**src/rtl/fetch_prefetch_buf.sv**
```systemverilog
// Prefetching IF stage: one sequential fetch per cycle into a small FIFO, drained by ID via valid/ready.
// Optional macro FETCH_BYPASS_EN lets a response reach ID in its arrival cycle when the FIFO is empty.
module fetch_prefetch_buf #(
  parameter logic [31:0] START_ADDR = 32'hbfc00000,
  parameter int          FIFO_DEPTH = 4,
  parameter int          PTR_W      = 2
) (
  input  logic             clk,
  input  logic             resetn,
  output logic             inst_req,
  output logic [31:0]      inst_addr,
  input  logic [31:0]      inst,
  input  logic [32:0]      jbr_bus,
  input  logic [32:0]      exc_bus,
  output logic             IF_valid,
  input  logic             ID_ready,
  output logic [64:0]      IF_ID_bus,
  output logic [31:0]      IF_pc,
  output logic [31:0]      IF_inst,
  output logic [PTR_W:0]   IF_count
);

  logic               resetn_sync;
  logic [31:0]        pc;
  logic               inflight;
  logic [31:0]        req_pc_p1;
  logic               req_err_p1;
  logic [PTR_W-1:0]   rd_ptr;
  logic [PTR_W-1:0]   wr_ptr;
  logic [PTR_W:0]     count;

  logic [31:0]        mem_pc   [FIFO_DEPTH];
  logic [31:0]        mem_inst [FIFO_DEPTH];
  logic               mem_err  [FIFO_DEPTH];

  logic               exc_valid;
  logic               jbr_taken;
  logic               redirect;
  logic [31:0]        redirect_pc;
  logic [31:0]        seq_pc;
  logic [PTR_W+1:0]   credit_used;
  logic               fifo_empty;
  logic               bypass;
  logic               push;
  logic               pop;
  logic [31:0]        out_pc;
  logic [31:0]        out_inst;
  logic               out_err;

  assign exc_valid   = exc_bus[32];
  assign jbr_taken   = jbr_bus[32];
  assign redirect    = exc_valid || jbr_taken;
  assign redirect_pc = exc_valid ? exc_bus[31:0] : jbr_bus[31:0];

  // Only the word index advances, so a misaligned pc stays misaligned.
  assign seq_pc      = {pc[31:2] + 30'd1, pc[1:0]};

  // Every outstanding request already owns a FIFO slot, so a stalled ID cannot overflow it.
  assign credit_used = (PTR_W+2)'(count) + (PTR_W+2)'(inflight);
  assign inst_req    = resetn_sync && (credit_used < (PTR_W+2)'(FIFO_DEPTH)) && !redirect;
  assign inst_addr   = pc;

  assign fifo_empty  = (count == '0);

`ifdef FETCH_BYPASS_EN
  assign bypass   = fifo_empty && inflight;
  assign out_pc   = fifo_empty ? req_pc_p1  : mem_pc[rd_ptr];
  assign out_inst = fifo_empty ? inst       : mem_inst[rd_ptr];
  assign out_err  = fifo_empty ? req_err_p1 : mem_err[rd_ptr];
`else
  assign bypass   = 1'b0;
  assign out_pc   = mem_pc[rd_ptr];
  assign out_inst = mem_inst[rd_ptr];
  assign out_err  = mem_err[rd_ptr];
`endif

  assign IF_valid  = !fifo_empty || bypass;
  assign IF_ID_bus = IF_valid ? {out_pc, out_inst, out_err} : 65'd0;
  assign IF_pc     = IF_ID_bus[64:33];
  assign IF_inst   = IF_ID_bus[32:1];
  assign IF_count  = count;

  assign push = inflight && !(bypass && ID_ready);
  assign pop  = !fifo_empty && ID_ready;

  // Stage p0 -> p1: request issue, pc advance and FIFO bookkeeping
  always_ff @(posedge clk or negedge resetn) begin
    if (!resetn) begin
      resetn_sync <= 1'b0;
      pc          <= START_ADDR;
      inflight    <= 1'b0;
      rd_ptr      <= '0;
      wr_ptr      <= '0;
      count       <= '0;
    end else begin
      resetn_sync <= 1'b1;
      if (redirect) begin
        pc       <= redirect_pc;
        inflight <= 1'b0;
        rd_ptr   <= '0;
        wr_ptr   <= '0;
        count    <= '0;
      end else begin
        if (inst_req) pc <= seq_pc;
        inflight <= inst_req;
        if (push) wr_ptr <= wr_ptr + PTR_W'(1);
        if (pop)  rd_ptr <= rd_ptr + PTR_W'(1);
        count <= count + (PTR_W+1)'(push) - (PTR_W+1)'(pop);
      end
    end
  end

  always_ff @(posedge clk) begin
    if (inst_req) begin
      req_pc_p1  <= pc;
      req_err_p1 <= (pc[1:0] != 2'b00);
    end
  end

  // Stage p1 -> p2: returning instruction written into the FIFO
  always_ff @(posedge clk) begin
    if (push && !redirect) begin
      mem_pc[wr_ptr]   <= req_pc_p1;
      mem_inst[wr_ptr] <= inst;
      mem_err[wr_ptr]  <= req_err_p1;
    end
  end

endmodule

```
**config.mk**
```make
export PLATFORM = sky130hd
export DESIGN_NAME = fetch_prefetch_buf
export DESIGN_NICKNAME = d
export VERILOG_FILES = /design/src/rtl/fetch_prefetch_buf.sv
export SDC_FILE = /design/constraint.sdc
export NUM_CORES = 1
export LEC_CHECK = 0
export BUFFER_PORTS_ARGS = -buffer_cell sky130_fd_sc_hd__buf_2
export CORE_ASPECT_RATIO = 0.7
export CORE_MARGIN = 10
export CORE_UTILIZATION = 35
export CTS_CLUSTER_DIAMETER = 150
export DETAILED_ROUTE_END_ITERATION = 6
export GPL_ROUTABILITY_DRIVEN = 0
export PLACE_DENSITY = 0.53
export SETUP_SLACK_MARGIN = 0.02
export SLEW_MARGIN = 0
export SYNTH_ARGS = -nofsm -noshare
export SYNTH_HDL_FRONTEND = slang
export SYNTH_SLANG_ARGS = --single-unit
```
**constraint.sdc**
```tcl
create_clock -name clk -period 4.35 [get_ports clk]
set_input_delay 0.6525 -clock clk [delete_from_list [all_inputs] [get_ports clk]]
set_output_delay 0.6525 -clock clk [all_outputs]
set_load 0.02 [all_outputs]
```
==> flow_summary.json, run 1 <==
{
  "clk_path_buf_depth": 3,
  "slowest_stage": "dfrtp_4",
  "setup_viol": 0,
  "viasPerCell": 4.92,
  "cts-root-buf": "clkbuf_16",
  "first_pass_iters": 5,
  "min_path_type": "in -> async",
  "ir_drop_uv": 190,
  "nets": 1176,
  "cts_setup_buffers": 0,
  "yosys.area_share.simple": 0.0901,
  "synthMuxAreaShare": 0.115,
  "core_area_mm2": 0.0398,
  "first_iter_violations": 611,
  "synth-compound-area-share": 0.0310,
  "multi_input_area_mm2": 0.00361,
  "crit_chain": "mux4_2, and2_1, buf_2",
  "worstMarginPinSlew_ns": 1.10,
  "cp.required_ns": 3.70,
  "synthesis.area_mm2": 0.0141,
  "pin_count": 267,
  "synthCells": 855,
  "post_drt_wl_per_cell_um": 21.6,
  "cts-htree-levels": 2,
  "start_util": 0.355,
  "critical_path_cell_count": 3,
  "slew_violations": 0,
  "clk_pin_slew_worst_paths_ns": 0.06,
  "final_cell_count_no_fill": 1624,
  "reg2reg_depth": 9,
  "ys_async_sr_fraction": 0.123,
  "outcome": "completed",
  "fillers": 3616,
  "dp.cells": 1565,
  "yosysSeqAreaShare": 0.697,
  "critical_path.max_stage_delay_ns": 1.15,
  "drv_cap": 0,
  "first_global_vias": 8518,
  "antenna_found_initial": 1,
  "die_w_um": 260,
  "hold_violations": 0,
  "power.total_mw": 7.13,
  "syn-num-nets": 965,
  "clkSinkCount": 334,
  "fmax_mhz": 314,
  "critPathTopFamily": "flip-flops",
  "ant_nets": 0,
  "grt_setup_unrepaired": "false",
  "synth.distinct_cells": 50,
  "syn_avg_cell_area_um2": 16.5,
  "routed_wl_um": 35100,
  "finalSetupTns_ns": 0,
  "fin_crit_sh": 0.732,
  "regArea_mm2": 0.00984,
  "startpoint_type": "register",
  "cts_tree": "built",
  "max-slew-margin-rel": 0.267,
  "die-area_mm2": 0.0489,
  "grt-ovfl-total": 0,
  "synth_edf_count": 293,
  "powerDensity_mw_per_mm2": 426,
  "route.vias.total": 7996,
  "drc_errors": 0,
  "cts_buffers": 34,
  "synth_top_family_by_area": "multiplexers",
  "yosys_warnings": 0,
  "grt_pass1_wl_um": 53400,
  "fin_crit_ns": 3.18,
  "synth_adder_area_share": 0.00852,
  "port_buffers": 266,
  "cts_hold_buf": 0,
  "worstPathArrival_ns": 2.53,
  "yosys_most_used_dff": "edfxtp_1",
  "dpl.hpwl_um": 23500,
  "p_leak_nw": 6.12,
  "num_rows": 61,
  "layout-drive-gt1-share": 0.386,
  "cp-end-kind": "output port",
  "die_h_um": 188,
  "crit_type": "reg -> out",
  "cts_resized": 0,
  "grt_max_degree": 67,
  "crit_fanout": 66,
  "finClkSkew_ns": 0.0177,
  "clk_latency_ns": 0.52,
  "yosys.area_share.xor_xnor": 0.00932,
  "gr-usage-all-layers": 0.141,
  "ys_ff_latch": 334,
  "cp_num_buf_inv": 1,
  "syn_to_final_growth_pct": 18.7
}
[synthesized netlist by cell type (2+ instances only)]
master | number | area [µm²]
buf_4 | 65 | 488
or4_1 | 3 | 22.5
nand4_1 | 13 | 81.3
or3_1 | 7 | 43.8
inv_1 | 8 | 30.0
o21ai_0 | 18 | 90.1
dfrtp_1 | 32 | 801
and2_1 | 70 | 438
a21oi_1 | 20 | 100
nor3_1 | 15 | 75.1
ha_1 | 8 | 100
a311oi_1 | 2 | 17.5
mux2i_1 | 14 | 140
edfxtp_1 | 293 | 8800
xor2_1 | 10 | 87.6
mux4_2 | 65 | 1460
buf_1 | 7 | 26.3
nor4_1 | 8 | 50.1
nor2b_1 | 15 | 93.8
and3_1 | 10 | 62.6
nand2_1 | 37 | 139
buf_2 | 7 | 35.0
xnor2_1 | 5 | 43.8
nand3_1 | 16 | 80.1
nor3b_1 | 2 | 15.0
clkbuf_1 | 28 | 105
o211ai_1 | 2 | 15.0
dfstp_2 | 9 | 236
or2_2 | 3 | 18.8
a31oi_1 | 4 | 25.0
nor2_1 | 26 | 97.6
a211oi_1 | 15 | 113
[cell usage in the layout (no fill, tap or decap), drive strengths merged, types with 5 or more instances in the layout]
cell    instances
edfxtp        293
buf           283
and2           70
mux4           65
clkbuf         47
nand2          37
dfrtp          32
nor2           26
a21oi          20
o21ai          18
nand3          16
nor2b          15
nor3           15
a211oi         15
mux2i          14
nand4          14
xor2           10
and3           10
dfstp           9
inv             8
nor4            8
ha              8
or3             7
clkinv          6
xnor2           5
[worst paths after layout]
path / endpoint / from / slack, ns
min in group clk: mem_inst[2][24] / inst[24] / 0.36
worst min register to register: mem_pc[1][20] / req_pc_p1[20] / 0.49
worst max-delay path: IF_pc[27] / rd_ptr[1] / 1.17
worst min-delay path: inst_addr[30] / resetn / 0.22
worst max register to register: IF_count[2] / IF_count[1] / 1.62
max in group asynchronous: rd_ptr[1] / resetn / 3.66
[report_power, final]
group | internal, mW | switching, mW | leakage [nW]
sequential | 3.55 | 0.0990 | 3.12
clock | 1.75 | 1.16 | 0.541
combinational | 0.202 | 0.370 | 2.46
[routing by layer]
layer / part of all wire / GRT usage
met2: 0.45 / 0.217
met3: 0.077 / 0.0390
met5: 0 / 0
met1: 0.46 / 0.196
met4: 0.012 / 0.0271
[per-stage QoR]
stage                     worst slack [ns]  hold slack, ns  area [µm²]   util
after floorplan                      0.504           0.357       14100      -
after global placement                1.58           0.481       15600  0.393
after detailed placement              1.57           0.482       15600  0.393
after CTS                             1.08           0.229       16700  0.421
after global routing                 0.987           0.247       16700  0.421
final                                 1.17           0.221       16700  0.421
[registers in the layout (all words and copies together) (netlist names)]
register	count
mem_inst	128
wr_ptr	2
mem_err	4
inflight	1
req_err_p1	1
resetn_sync	1
req_pc_p1	32
mem_pc	128
rd_ptr	2
IF_count	3
inst_addr	32
[kinds of logic (layout without fill, tap and decap cells)]
group | after synthesis | in the layout
and+or+nand+nor | 230 | 230
other | 1 | 3
buffers and inverters | 116 | 348
muxes | 80 | 80
AOI/OAI and AO/OA | 70 | 70
adders and majority gates | 9 | 9
DFF | 334 | 334
xor gates and xnor gates | 15 | 15
[worst reg2reg max path, cell delays in order, from the launching register on]
cell and delay (ns):
dfrtp_1 0.44, or3_2 0.76, and2_1 0.32, ha_1 0.29, inv_1 0.06, ha_1 0.13
inv_1 0.05, fa_1 0.37, xnor2_1 0.15, nor2_1 0.05
[cell type report]
class                   instances  share of cell area
clock buffers                  47              0.0588
repair buffers                283              0.0879
inverters                       8             0.00179
flip-flops and latches        334               0.588
multi-input cells             405               0.216
clock inverters                10             0.00733
diodes                          2            0.000299
well taps                     535              0.0400
(Power assumes the default switching activity.)
==> run 2: changes to the inputs <==
Settings changed: PLACE_DENSITY 0.53 to 0.55.
Clock period 4.35 ns to 2.9 ns, I/O delays scaled along.
==> flow_summary.json, run 2 (synthesis results as in run 1) <==
{
  "grt-ovfl-total": 0,
  "layout-drive-gt1-share": 0.399,
  "cts_tree": "built",
  "outcome": "completed",
  "syn_to_final_growth_pct": 20.8,
  "routed_wl_um": 35300,
  "gr-usage-all-layers": 0.143,
  "fin_crit_ns": 2.76,
  "antenna_found_initial": 0,
  "clk_latency_ns": 0.53,
  "dpl_cell_area_mm2": 0.0159,
  "first_global_vias": 8758,
  "finClkSkew_ns": 0.0187,
  "clkSinkCount": 334,
  "cts-htree-levels": 2,
  "fillers": 3580,
  "powerDensity_mw_per_mm2": 621,
  "crit_type": "reg -> out",
  "core_area_mm2": 0.0398,
  "startpoint_type": "register",
  "die_w_um": 260,
  "grt_setup_unrepaired": "false",
  "pin_count": 267,
  "nets": 1205,
  "cp-end-kind": "output port",
  "drv_cap": 0,
  "die-area_mm2": 0.0489,
  "ant_nets": 0,
  "worstMarginPinSlew_ns": 0.727,
  "clk_pin_slew_worst_paths_ns": 0.06,
  "crit_fanout": 66,
  "clk_path_buf_depth": 3,
  "finalSetupTns_ns": 0,
  "fmax_mhz": 363,
  "worstPathArrival_ns": 2.32,
  "p_leak_nw": 6.29,
  "final_cell_count_no_fill": 1659,
  "ir_drop_uv": 344,
  "cts-root-buf": "clkbuf_16",
  "post_drt_wl_per_cell_um": 21.3,
  "hold_violations": 0,
  "reg_top3": "mem_inst x128, mem_pc x128",
  "first_iter_violations": 594,
  "max-slew-margin-rel": 0.515,
  "slew_violations": 0,
  "grt_pass1_wl_um": 54300,
  "first_pass_iters": 5,
  "dp.cells": 1584,
  "cp.required_ns": 2.47,
  "grt_max_degree": 67,
  "design_area_mm2": 0.0170,
  "viasPerCell": 4.86,
  "fin_crit_sh": 0.951,
  "min_path_type": "in -> reg",
  "drc_errors": 0,
  "hold_ws_ns": 0.125,
  "port_buffers": 266,
  "start_util": 0.355,
  "dpl.hpwl_um": 24100,
  "fin_util": 0.428,
  "num_rows": 61,
  "cts_buffers": 36,
  "setup_viol": 0,
  "route.vias.total": 8068,
  "mostFrequentLayoutCells": "edfxtp_1, buf_2, and2_1",
  "layout_commonest_cell": "edfxtp_1",
  "die_h_um": 188
}
==> run 2: cell types whose count changed in the layout (fill, tap and decap cells not counted), sizes merged <==
cell         previous run  this run
bufinv                  3         1
dlygate4sd3             0         1
diode                   2         1
inv                     8        10
buf                   283       309
clkinv                  6        16
clkinvlp                1         0
==> run 2: final cells by class <==
cell class,count,area [µm²],share of cell area
Sequential cell,334,9840,0.578
Clock buffer,47,963,0.0566
Tap cell,535,669,0.0393
Multi-Input combinational cell,405,3610,0.212
Timing Repair Buffer,310,1790,0.105
Inverter,8,30.0,0.00176
Antenna cell,1,2.50,0.000147
Clock inverter,19,119,0.00698
==> run 2: path summary, 6_finish.rpt <==
kind                          startpoint               to  slack (ns)  cells after the start
setup / recovery             IF_count[1]     IF_ID_bus[2]        0.14                      4
hold / removal                  inst[10]  mem_inst[1][10]        0.12                      1
setup reg to reg             IF_count[1]      IF_count[2]        0.53                      9
hold reg to reg            req_pc_p1[26]    mem_pc[3][26]        0.49                      0
max in group asynchronous         resetn    inst_addr[10]        1.68                      3
min in group asynchronous         resetn    inst_addr[30]        0.52                      2
==> run 2: power breakdown <==
part | switching [mW] | internal, mW | total, mW
clock | 1.80 | 2.44 | 4.24
combinational | 0.563 | 0.319 | 0.882
sequential | 0.137 | 5.33 | 5.46
total | 2.50 | 8.08 | 10.6
==> run 2: layer usage <==
metal | part of all wire | routed length [µm] | GRT usage
met5 | 0 | 0 | 0
met4 | 0.016 | 580 | 0.0341
met3 | 0.084 | 2960 | 0.0431
met2 | 0.45 | 16000 | 0.219
met1 | 0.45 | 15800 | 0.196
==> run 2: stage by stage <==
step           total power [mW]  setup WS [ns]
6_report                   10.6          0.143
5_1_grt                    11.1         0.0257
4_1_cts                    10.8         0.0612
3_5_place_dp               6.46          0.555
3_3_place_gp               6.45          0.540
2_1_floorplan              6.08          0.108
==> run 2: what timing repair did <==
item	4_1_cts	5_1_grt
gates resized for setup	0	0
endpoints found under the hold margin	20	0
endpoints found under the setup margin	0	15
hold buffers	1	0
buffers inserted	0	7
==> run 2: critical path, stage by stage (launching register included) <==
cell     delay [ns]
dfrtp_1        0.44
or3_2          0.49
buf_4          0.37
and2_1         0.30
buf_2          0.18
==> run 3: changes to the inputs <==
Settings changed: CORE_MARGIN 10 to 2.
Clock period 2.9 ns to 2.4 ns, I/O delays scaled along.
==> flow_summary.json, run 3 (synthesis results as in run 1) <==
{
  "clkSinkCount": 334,
  "cp-end-kind": "output port",
  "violations": "negative setup slack",
  "grt_pass1_wl_um": 51600,
  "startpoint_type": "register",
  "slew_violations": 0,
  "worstMarginPinSlew_ns": 0.593,
  "num_rows": 61,
  "outcome": "finished with violations",
  "syn_to_final_growth_pct": 25.6,
  "grtUsageMet1": 0.239,
  "start_util": 0.355,
  "routed_wl_um": 34400,
  "finClkSkew_ns": 0.0101,
  "pin_count": 267,
  "first_iter_violations": 594,
  "nets": 1219,
  "power.share.clock": 0.410,
  "switchingPower_mw": 3.08,
  "antenna_found_initial": 0,
  "cts_buffers": 35,
  "power.internal_mw": 10.2,
  "drc_errors": 0,
  "die-area_mm2": 0.0419,
  "swShare": 0.232,
  "dpl.hpwl_um": 22800,
  "max-slew-margin-rel": 0.604,
  "p_seq_frac": 0.494,
  "min_path_type": "in -> reg",
  "grt_setup_unrepaired": "true",
  "hold_violations": 0,
  "setup_viol": 129,
  "worstPathArrival_ns": 2.20,
  "first_global_vias": 8202,
  "top_usage_layer": "met2",
  "fin_crit_sh": 1.07,
  "fillers": 3547,
  "mostFrequentLayoutCells": "edfxtp_1, buf_2, mux4_2",
  "met2_usage": 0.255,
  "cts-htree-levels": 2,
  "drv_cap": 0,
  "crit_fanout": 8,
  "port_buffers": 266,
  "die_h_um": 172,
  "fin_crit_ns": 2.56,
  "fin_ws_ns": -0.161,
  "ant_nets": 0,
  "route.vias.total": 8207,
  "first_pass_iters": 5,
  "crit_type": "reg -> out",
  "final_cell_count_no_fill": 1669,
  "core_area_mm2": 0.0397,
  "post-place-ws_ns": 0.137,
  "ir_drop_uv": 416,
  "fin_util": 0.446,
  "gr-usage-all-layers": 0.164,
  "clk_pin_slew_worst_paths_ns": 0.06,
  "layout_commonest_cell": "edfxtp_1",
  "grt_max_degree": 67,
  "fmax_mhz": 391,
  "layout-drive-gt1-share": 0.438,
  "n_antenna_cell": 0,
  "pwr-share-comb": 0.096,
  "reg_top3": "mem_inst x128, mem_pc x128",
  "p_leak_nw": 6.48,
  "cts-root-buf": "clkbuf_16",
  "power.total_mw": 13.3,
  "post_drt_wl_per_cell_um": 20.6,
  "die_w_um": 244,
  "clk_path_buf_depth": 3,
  "cp.required_ns": 2.04,
  "use_met3": 0.0323,
  "viasPerCell": 4.92,
  "clk_latency_ns": 0.52,
  "powerDensity_mw_per_mm2": 748,
  "cts_tree": "built",
  "grt-ovfl-total": 0,
  "dp.cells": 1598,
  "finalSetupTns_ns": -11.03
}
run 3: cell count changes in the layout (fill, tap and decap cells not counted), sizes merged:
cell and change:
clkbuf -4, inv +1, bufinv +4, diode -1
clkinv -5, buf +15
run 3: path summary, 6_finish.rpt:
kind / from / to / slack (ns) / depth (start not counted)
hold reg to reg: req_pc_p1[6] / mem_pc[2][6] / 0.50 / 0
hold / removal: exc_bus[1] / inst_addr[1] / 0.05 / 3
min in group asynchronous: resetn / resetn_sync / 0.46 / 3
max in group asynchronous: resetn / rd_ptr[1] / 1.49 / 3
setup reg to reg: IF_count[2] / IF_count[2] / 0.12 / 9
setup / recovery: rd_ptr[0] / IF_pc[27] / -0.16 / 5
run 3: cell type report:
class                      count  area [µm²]  area share
sequential                   334        9840       0.556
clock buffer                  43         906      0.0511
timing repair buffer         325        2340       0.132
inverter                       8        30.0     0.00169
tap                          535         669      0.0378
multi-input combinational    405        3700       0.209
clock inverter                19         225      0.0127
run 3: power groups by stage:
stage	Combinational, mW	Sequential, mW	Clock, mW
6_report	1.27	6.55	5.43
3_3_place_gp	1.16	6.67	0
4_1_cts	1.25	6.55	5.60
3_5_place_dp	1.16	6.68	0
2_1_floorplan	0.616	6.73	0
5_1_grt	1.37	6.56	5.83
run 3: metal layers:
| layer | part of all wire | wire, µm |
|---|---|---|
| met1 | 0.48 | 16300 |
| met2 | 0.45 | 15400 |
| met3 | 0.060 | 2060 |
| met4 | 0.017 | 575 |
| met5 | 0 | 0 |
run 3: what timing repair did:
action	4_1_cts	5_1_grt
endpoints found under the setup margin	131	131
buffers inserted	7	1
gates cloned	1	0
pin swaps	1	3
gates resized for setup	96	59
hold buffers	1	0
endpoints found under the hold margin	32	0
run 3: worst max-delay path, stage by stage (launching register included):
cell	delay [ns]
dfrtp_4	0.42
buf_12	0.17
buf_16	0.16
mux4_2	0.58
and2_4	0.19
buf_4	0.15
run 3: through the flow:
step	area (µm²)	hold WS [ns]
finish	17700	0.0546
global route	17700	0.0366
CTS	17500	0.0279
detailed placement	16000	0.491
global placement	16000	0.480
floorplan	14100	0.0644
